### config.mk
export PLATFORM = sky130hd
export DESIGN_NAME = kamus_wb_unit
export DESIGN_NICKNAME = d
export VERILOG_FILES = /design/src/rtl/kamus_pkg.sv /design/src/rtl/kamus_load_align.sv /design/src/rtl/kamus_wb_unit.sv
export SDC_FILE = /design/constraint.sdc
export NUM_CORES = 1
export LEC_CHECK = 0
export ABC_AREA = 0
export CORE_ASPECT_RATIO = 1.75
export CORE_MARGIN = 2
export CORE_UTILIZATION = 41
export DETAILED_ROUTE_END_ITERATION = 12
export HOLD_SLACK_MARGIN = 0.03
export PLACE_DENSITY = 0.82
export SYNTH_ARGS = -nofsm -noshare
export SYNTH_HDL_FRONTEND = slang
export SYNTH_SLANG_ARGS = --single-unit
### constraint.sdc
create_clock -name clk_i -period 2.3 [get_ports clk_i]
set_input_delay 0.345 -clock clk_i [delete_from_list [all_inputs] [get_ports clk_i]]
set_output_delay 0.345 -clock clk_i [all_outputs]
set_load 0.005 [all_outputs]
### src/rtl/kamus_pkg.sv
// Shared types for the kamus write-back stage: write-back source select,
// load funct3 encodings and the stage FSM states.
package kamus_pkg;

  typedef enum logic [1:0] {
    ALU_RESULT = 2'd0,
    MEM_RESULT = 2'd1,
    NEXT_PC    = 2'd2,
    CSR_RESULT = 2'd3
  } wb_options_e;

  typedef enum logic [2:0] {
    LB  = 3'b000,
    LH  = 3'b001,
    LW  = 3'b010,
    LD  = 3'b011,
    LBU = 3'b100,
    LHU = 3'b101,
    LWU = 3'b110
  } load_type_e;

  typedef enum logic [1:0] {
    IDLE      = 2'd0,
    WAIT_LOAD = 2'd1,
    WRITE     = 2'd2
  } wb_state_e;

  // Watchdog counter only has to hold 0 .. timeout-1.
  function automatic int wdog_width(input int timeout);
    return (timeout > 1) ? $clog2(timeout) : 1;
  endfunction

endpackage

### src/rtl/kamus_load_align.sv
// Combinational load aligner: picks the byte/half/word lane addressed by the
// low address bits and sign- or zero-extends it to XLEN.
module kamus_load_align
  import kamus_pkg::*;
#(
  parameter int XLEN = 32
) (
  input  logic [XLEN-1:0] data_i,
  input  logic [2:0]      load_type_i,
  input  logic [2:0]      offset_i,
  output logic [XLEN-1:0] data_o
);

  logic [2:0]      off;
  logic [XLEN-1:0] b_sh;
  logic [XLEN-1:0] h_sh;
  logic [XLEN-1:0] w_sh;
  logic [7:0]      b_lane;
  logic [15:0]     h_lane;
  logic [31:0]     w_lane;

  always_comb begin
    // offset[2] only selects a lane on a 64-bit datapath.
    off    = (XLEN == 64) ? offset_i : {1'b0, offset_i[1:0]};
    b_sh   = data_i >> {off, 3'b000};
    h_sh   = data_i >> {off[2:1], 4'b0000};
    w_sh   = data_i >> {off[2], 5'b00000};
    b_lane = b_sh[7:0];
    h_lane = h_sh[15:0];
    w_lane = w_sh[31:0];

    data_o = data_i;
    case (load_type_i)
      LB:      data_o = XLEN'($signed(b_lane));
      LH:      data_o = XLEN'($signed(h_lane));
      LBU:     data_o = XLEN'(b_lane);
      LHU:     data_o = XLEN'(h_lane);
      LW:      data_o = (XLEN == 64) ? XLEN'($signed(w_lane)) : data_i;
      LWU:     data_o = (XLEN == 64) ? XLEN'(w_lane) : data_i;
      default: data_o = data_i;
    endcase
  end

endmodule

### src/rtl/kamus_wb_unit.sv
// Write-back stage: registers the MEM/WB boundary, waits for L1D load data,
// and drives the regfile write port with a one-cycle WRITE state per instruction.
module kamus_wb_unit
  import kamus_pkg::*;
#(
  parameter int XLEN         = 32,
  parameter int RF_AW        = 5,
  parameter int LOAD_TIMEOUT = 64
) (
  input  logic             clk_i,
  input  logic             rst_i,
  input  logic             mem_valid_i,
  output logic             mem_ready_o,
  input  logic             flush_i,
  input  logic             regfile_wr_en_i,
  input  logic [RF_AW-1:0] rd_addr_i,
  input  logic [1:0]       wb_mux_sel_i,
  input  logic [XLEN-1:0]  ex_rslt_i,
  input  logic [XLEN-1:0]  next_pc_i,
  input  logic [XLEN-1:0]  csr_rdata_i,
  input  logic [2:0]       load_type_i,
  input  logic [2:0]       load_offset_i,
  input  logic             l1d_rsp_valid_i,
  input  logic [XLEN-1:0]  l1d_rd_data_i,
  output logic             regfile_wr_en_o,
  output logic [RF_AW-1:0] rd_addr_o,
  output logic [XLEN-1:0]  wb_data_o,
  output logic             retire_o,
  output logic             load_timeout_o
);

  localparam int CNT_W = wdog_width(LOAD_TIMEOUT);
  localparam logic [CNT_W-1:0] CNT_LAST =
    (LOAD_TIMEOUT > 0) ? CNT_W'(LOAD_TIMEOUT - 1) : '0;

  wb_state_e        state_q, state_d;
  logic [CNT_W-1:0] cnt_q, cnt_d;

  // Pending-load context, held while waiting for the L1D response.
  logic             ld_wr_en_q, ld_wr_en_d;
  logic [RF_AW-1:0] ld_rd_q, ld_rd_d;
  logic [2:0]       ld_type_q, ld_type_d;
  logic [2:0]       ld_off_q, ld_off_d;

  // Write-port registers; they only change on entry to WRITE so the
  // address/data outputs hold their last values while idle or waiting.
  logic             out_wr_en_q, out_wr_en_d;
  logic [RF_AW-1:0] out_rd_q, out_rd_d;
  logic [XLEN-1:0]  out_data_q, out_data_d;

  wb_options_e      sel;
  logic             accept;
  logic             wdog_hit;
  logic [XLEN-1:0]  direct_data;
  logic [XLEN-1:0]  load_data;

  kamus_load_align #(
    .XLEN (XLEN)
  ) u_load_align (
    .data_i      (l1d_rd_data_i),
    .load_type_i (ld_type_q),
    .offset_i    (ld_off_q),
    .data_o      (load_data)
  );

  // Handshake: MEM holds mem_valid_i and its operands until a cycle where
  // mem_ready_o is high; the transfer happens on that clock edge unless
  // flush_i is also high, in which case the offered instruction is dropped.
  assign mem_ready_o = (state_q != WAIT_LOAD);
  assign accept      = mem_valid_i && mem_ready_o && !flush_i;
  assign sel         = wb_options_e'(wb_mux_sel_i);
  assign wdog_hit    = (LOAD_TIMEOUT != 0) && (cnt_q == CNT_LAST);

  always_comb begin
    direct_data = ex_rslt_i;
    case (sel)
      NEXT_PC:    direct_data = next_pc_i;
      CSR_RESULT: direct_data = csr_rdata_i;
      default:    direct_data = ex_rslt_i;
    endcase
  end

  always_comb begin
    state_d        = state_q;
    cnt_d          = cnt_q;
    ld_wr_en_d     = ld_wr_en_q;
    ld_rd_d        = ld_rd_q;
    ld_type_d      = ld_type_q;
    ld_off_d       = ld_off_q;
    out_wr_en_d    = out_wr_en_q;
    out_rd_d       = out_rd_q;
    out_data_d     = out_data_q;
    load_timeout_o = 1'b0;

    case (state_q)
      IDLE, WRITE: begin
        if (accept) begin
          if (sel == MEM_RESULT) begin
            state_d    = WAIT_LOAD;
            cnt_d      = '0;
            ld_wr_en_d = regfile_wr_en_i;
            ld_rd_d    = rd_addr_i;
            ld_type_d  = load_type_i;
            ld_off_d   = load_offset_i;
          end else begin
            state_d     = WRITE;
            out_wr_en_d = regfile_wr_en_i;
            out_rd_d    = rd_addr_i;
            out_data_d  = direct_data;
          end
        end else begin
          state_d = IDLE;
        end
      end

      WAIT_LOAD: begin
        // Flush beats a same-cycle response; a response beats the watchdog.
        if (flush_i) begin
          state_d = IDLE;
          cnt_d   = '0;
        end else if (l1d_rsp_valid_i) begin
          state_d     = WRITE;
          cnt_d       = '0;
          out_wr_en_d = ld_wr_en_q;
          out_rd_d    = ld_rd_q;
          out_data_d  = load_data;
        end else if (wdog_hit) begin
          state_d        = IDLE;
          cnt_d          = '0;
          load_timeout_o = 1'b1;
        end else begin
          cnt_d = cnt_q + CNT_W'(1);
        end
      end

      default: state_d = IDLE;
    endcase
  end

  always_ff @(posedge clk_i) begin
    if (rst_i) begin
      state_q     <= IDLE;
      cnt_q       <= '0;
      ld_wr_en_q  <= 1'b0;
      ld_rd_q     <= '0;
      ld_type_q   <= '0;
      ld_off_q    <= '0;
      out_wr_en_q <= 1'b0;
      out_rd_q    <= '0;
      out_data_q  <= '0;
    end else begin
      state_q     <= state_d;
      cnt_q       <= cnt_d;
      ld_wr_en_q  <= ld_wr_en_d;
      ld_rd_q     <= ld_rd_d;
      ld_type_q   <= ld_type_d;
      ld_off_q    <= ld_off_d;
      out_wr_en_q <= out_wr_en_d;
      out_rd_q    <= out_rd_d;
      out_data_q  <= out_data_d;
    end
  end

  // x0 is hardwired: the instruction still retires but never writes.
  assign retire_o        = (state_q == WRITE);
  assign regfile_wr_en_o = (state_q == WRITE) && out_wr_en_q && (out_rd_q != '0);
  assign rd_addr_o       = out_rd_q;
  assign wb_data_o       = out_data_q;

endmodule
==> summary.md <==
| Metric | Value |
|---|---|
| Status | finished, final reports clean |
| Worst slew margin | 0.3931 |
| Pre-CTS setup slack | -0.1307 ns |
| Crit path capture | load_timeout_o |
| Vias | 4282 |
| Hold crit path type | input pin to flip-flop |
| Fillers | 784 |
| Die X | 76.32 µm |
| Clock sink total | 57 |
| Pwr dens | 530.4 mW/mm² |
| Post-route ant nets | 0 |
| Worst reg2reg startpoint | ld_off_q[1] |
| Asr flop ratio synth | 0 |
| Slowest stage delay, CP | 0.51 ns |
| GRT overflow | 0 |
| Via-to-Cell Ratio | 5.532 |
| Core area | 0.008979 mm² |
| Num CTS Buffers | 9 |
| Seq/Total Area, Yosys | 0.3041 |
| Layout area overhead | 60.05% |
| Drt drc | 0 |
| Worst Setup SP | state_q[1] |
| Number of antenna violations at the first check in global routing | 0 |
| Synth Area in Compound Gates | 0.3001 |
| Cts repair resizes | 1 |
| Setup Crit Path Kind | flip-flop to primary output |
| Slowest cell on the critical path | clkdlybuf4s50_1 |
| Area after DPL | 0.005682 mm² |
| Cells after DPL | 759 |
| Reg2Reg Depth | 6 |
| Share of cells above drive strength 1 | 0.07034 |
| Fin. max-slew vios | 0 |
| CP startpoint kind | flip-flop |
| Post-Route WL | 13.82 mm |
| Post-Syn Instances | 481 |
| Clock-pin slew on the worst setup and hold paths | 0.05 ns |
| Final std cells w/o fill | 774 |
| Flops & latches, synth | 57 |
| Cell area after synthesis | 0.003752 mm² |
| Post-Synth Adder-Cell Area | 0.003334 |
| Synth Warn # | 0 |
| Final setup viols | 0 |
| GRT Total Usage | 0.2686 |
| Share of synthesized area spent on multiplexers | 0.1320 |
| Synth cell types | 41 |
| Largest family of logic cells by synthesized area | compound AO/OA/AOI/OAI gates |
| Crit Reg-Reg Endpoint | wb_data_o[14] |
| Starting Density | 0.4179 |
| Number of port buffers | 186 |
| CTS Buffer Depth | 2 |
| Largest net degree at the start of global routing | 65 |
| Synth Area per Inst | 7.801 µm² |
| Ys flop type | dfxtp_1 |
| DR pass1 iterations | 5 |
| Inserted Diodes | 0 |
| Reg area | 0.001142 mm² |
| Final hold vios | 0 |
| CTS tree | done |
| DRT iter0 DRCs | 213 |
| Routability congestion estimate | 0.8595 |
| Post-route setup slack | 0.1095 ns |
| Core Util, Final | 0.6689 |
| DR WL/cell | 17.86 µm |
| Detailed placer's ending HPWL | 10.54 mm |
| Post-synth EDFFs | 0 |
| Most common cell after layout, fill and taps aside | clkdlybuf4s50_1 |
| H-Tree Depth | 3 |
| LEAKAGE | 2.269 nW |
| VDD IR max | 0.3806 mV |
| First-pass GRT wire length | 20.82 mm |
| Maximum clock frequency | 0.4565 GHz |
| Hold buffers post-CTS | 0 |
| IO Pins | 188 |
| Minimum clock period after layout | 2.190 ns |
| Simple-gate share of the synthesized area | 0.1921 |
| Most frequent cells in the layout | clkdlybuf4s50_1, a21oi_1, nor2_1 |
| MaxCap Viol Count | 0 |
| Pin slew with the least headroom to its limit | 0.9072 ns |
| Setup total negative slack | 0 ns |
| Clock Skew | 0.009386 ns |
| CP Buf/Inv Count | 2 |
| CP Capture Type | primary output |
| Die Ht | 130.6 µm |
| Crit path max fanout | 3 |
| Setup repair after global routing missed its margin | no |
| Root buffer cell | clkbuf_16 |
| Final nets | 798 |
| Die area | 0.009963 mm² |
| Vias in the first global route | 4257 |
| XOR/XNOR share of the synthesized area | 0.009336 |
| Row cnt | 46 |
| Worst-path cell chain | and2b_2 > inv_2 > nor3_4 > nand4_1 > nor2_1 > clkdlybuf4s50_1 |
| Area occupied by multi-input gates | 0.002402 mm² |
| Syn_nets | 629 |
| Crit share post-route | 0.9524 |
| Postcts setup bufs | 0 |
| WP data arrival | 1.85 ns |
| Clock latency on the worst-skew pair | 0.33 ns |
| Reg2Reg Setup Slack | 0.23 ns |
| Critical Path RT | 1.96 ns |
| Crit path depth | 6 |
| Worst path top cell family by delay | simple AND/OR/NAND/NOR gates |
| Design Area, Final | 0.006006 mm² |
cells in the mapped netlist (7+ instances only):
cell type / number / share of area
nand2_1: 50 / 0.050
nand3b_1: 7 / 0.014
a21o_1: 9 / 0.018
a211o_1: 7 / 0.016
a211oi_1: 10 / 0.020
nor2_1: 61 / 0.061
o211ai_1: 16 / 0.032
o221ai_1: 16 / 0.037
a31oi_1: 15 / 0.025
mux2i_1: 45 / 0.12
a21oi_1: 67 / 0.089
o21bai_1: 7 / 0.014
clkbuf_1: 24 / 0.024
buf_2: 9 / 0.012
nor2b_1: 12 / 0.020
o21ai_0: 10 / 0.013
and2_1: 16 / 0.027
dfxtp_1: 57 / 0.30
cell type report:
type | count | share of cell area
clock inverters | 3 | 0.01083
clock buffers | 12 | 0.04104
repair buffers | 201 | 0.3304
inverters | 4 | 0.002500
well taps | 120 | 0.02500
multi-input cells | 377 | 0.4000
flip-flops and latches | 57 | 0.1902
worst min-delay path by stage:
stage / start / end / slack [ns] / cells after the start
2_1_floorplan: wb_data_o[10] / wb_data_o[10] / 0.45 / 2
5_1_grt: rst_i / wb_data_o[9] / 0.38 / 2
4_1_cts: rst_i / wb_data_o[12] / 0.35 / 2
6_report: rst_i / wb_data_o[12] / 0.35 / 2
3_3_place_gp: wb_data_o[26] / wb_data_o[26] / 0.44 / 2
3_5_place_dp: wb_data_o[19] / wb_data_o[19] / 0.45 / 2
routing by layer:
metal / GRT usage / vias to the layer above / wire length [µm] / part of all wire
li1: - / 2085 / - / -
met1: 0.2716 / 2011 / 5002 / 0.36
met2: 0.5086 / 155 / 7546 / 0.55
met3: 0.05975 / 31 / 715 / 0.052
met4: 0.1508 / 0 / 556 / 0.040
met5: 0 / - / 0 / 0
sequential cells by signal, indices dropped and copies added (netlist names):
| signal | count |
|---|---|
| ld_rd_q | 5 |
| ld_off_q | 2 |
| ld_wr_en_q | 1 |
| out_wr_en_q | 1 |
| state_q | 2 |
| rd_addr_o | 5 |
| wb_data_o | 32 |
| ld_type_q | 3 |
| cnt_q | 6 |
stage by stage:
step	total power [mW]	hold WS, ns
after global placement	1.762	0.4430
after detailed placement	1.781	0.4480
final	3.185	0.3509
after CTS	3.203	0.3460
after floorplan	1.362	0.4527
after global routing	3.309	0.3830
power breakdown:
part           leakage [nW]  internal (mW)  switching (mW)
Clock                 0.153          0.969           0.450
Sequential            0.465           1.04          0.0306
Combinational          1.65          0.418           0.281
worst reg2reg max path, cell delays in order (launching register included):
cell	delay (ns)
dfxtp_1	0.45
buf_4	0.33
nor2b_1	0.52
a21oi_1	0.15
o211ai_1	0.26
o211ai_1	0.14
a21oi_1	0.14
kinds of logic (layout without fill, tap and decap cells):
| logic type | count (synthesis) | after routing |
|---|---|---|
| multiplexers | 48 | 48 |
| buffers and inverters | 47 | 220 |
| flip-flops | 57 | 57 |
| AND/OR/NAND/NOR | 158 | 158 |
| adder cells (fa/ha/maj) | 1 | 1 |
| XOR/XNOR | 4 | 4 |
| AO/OA/AOI/OAI | 166 | 166 |
No activity file was read; power rests on OpenSTA's default activity.
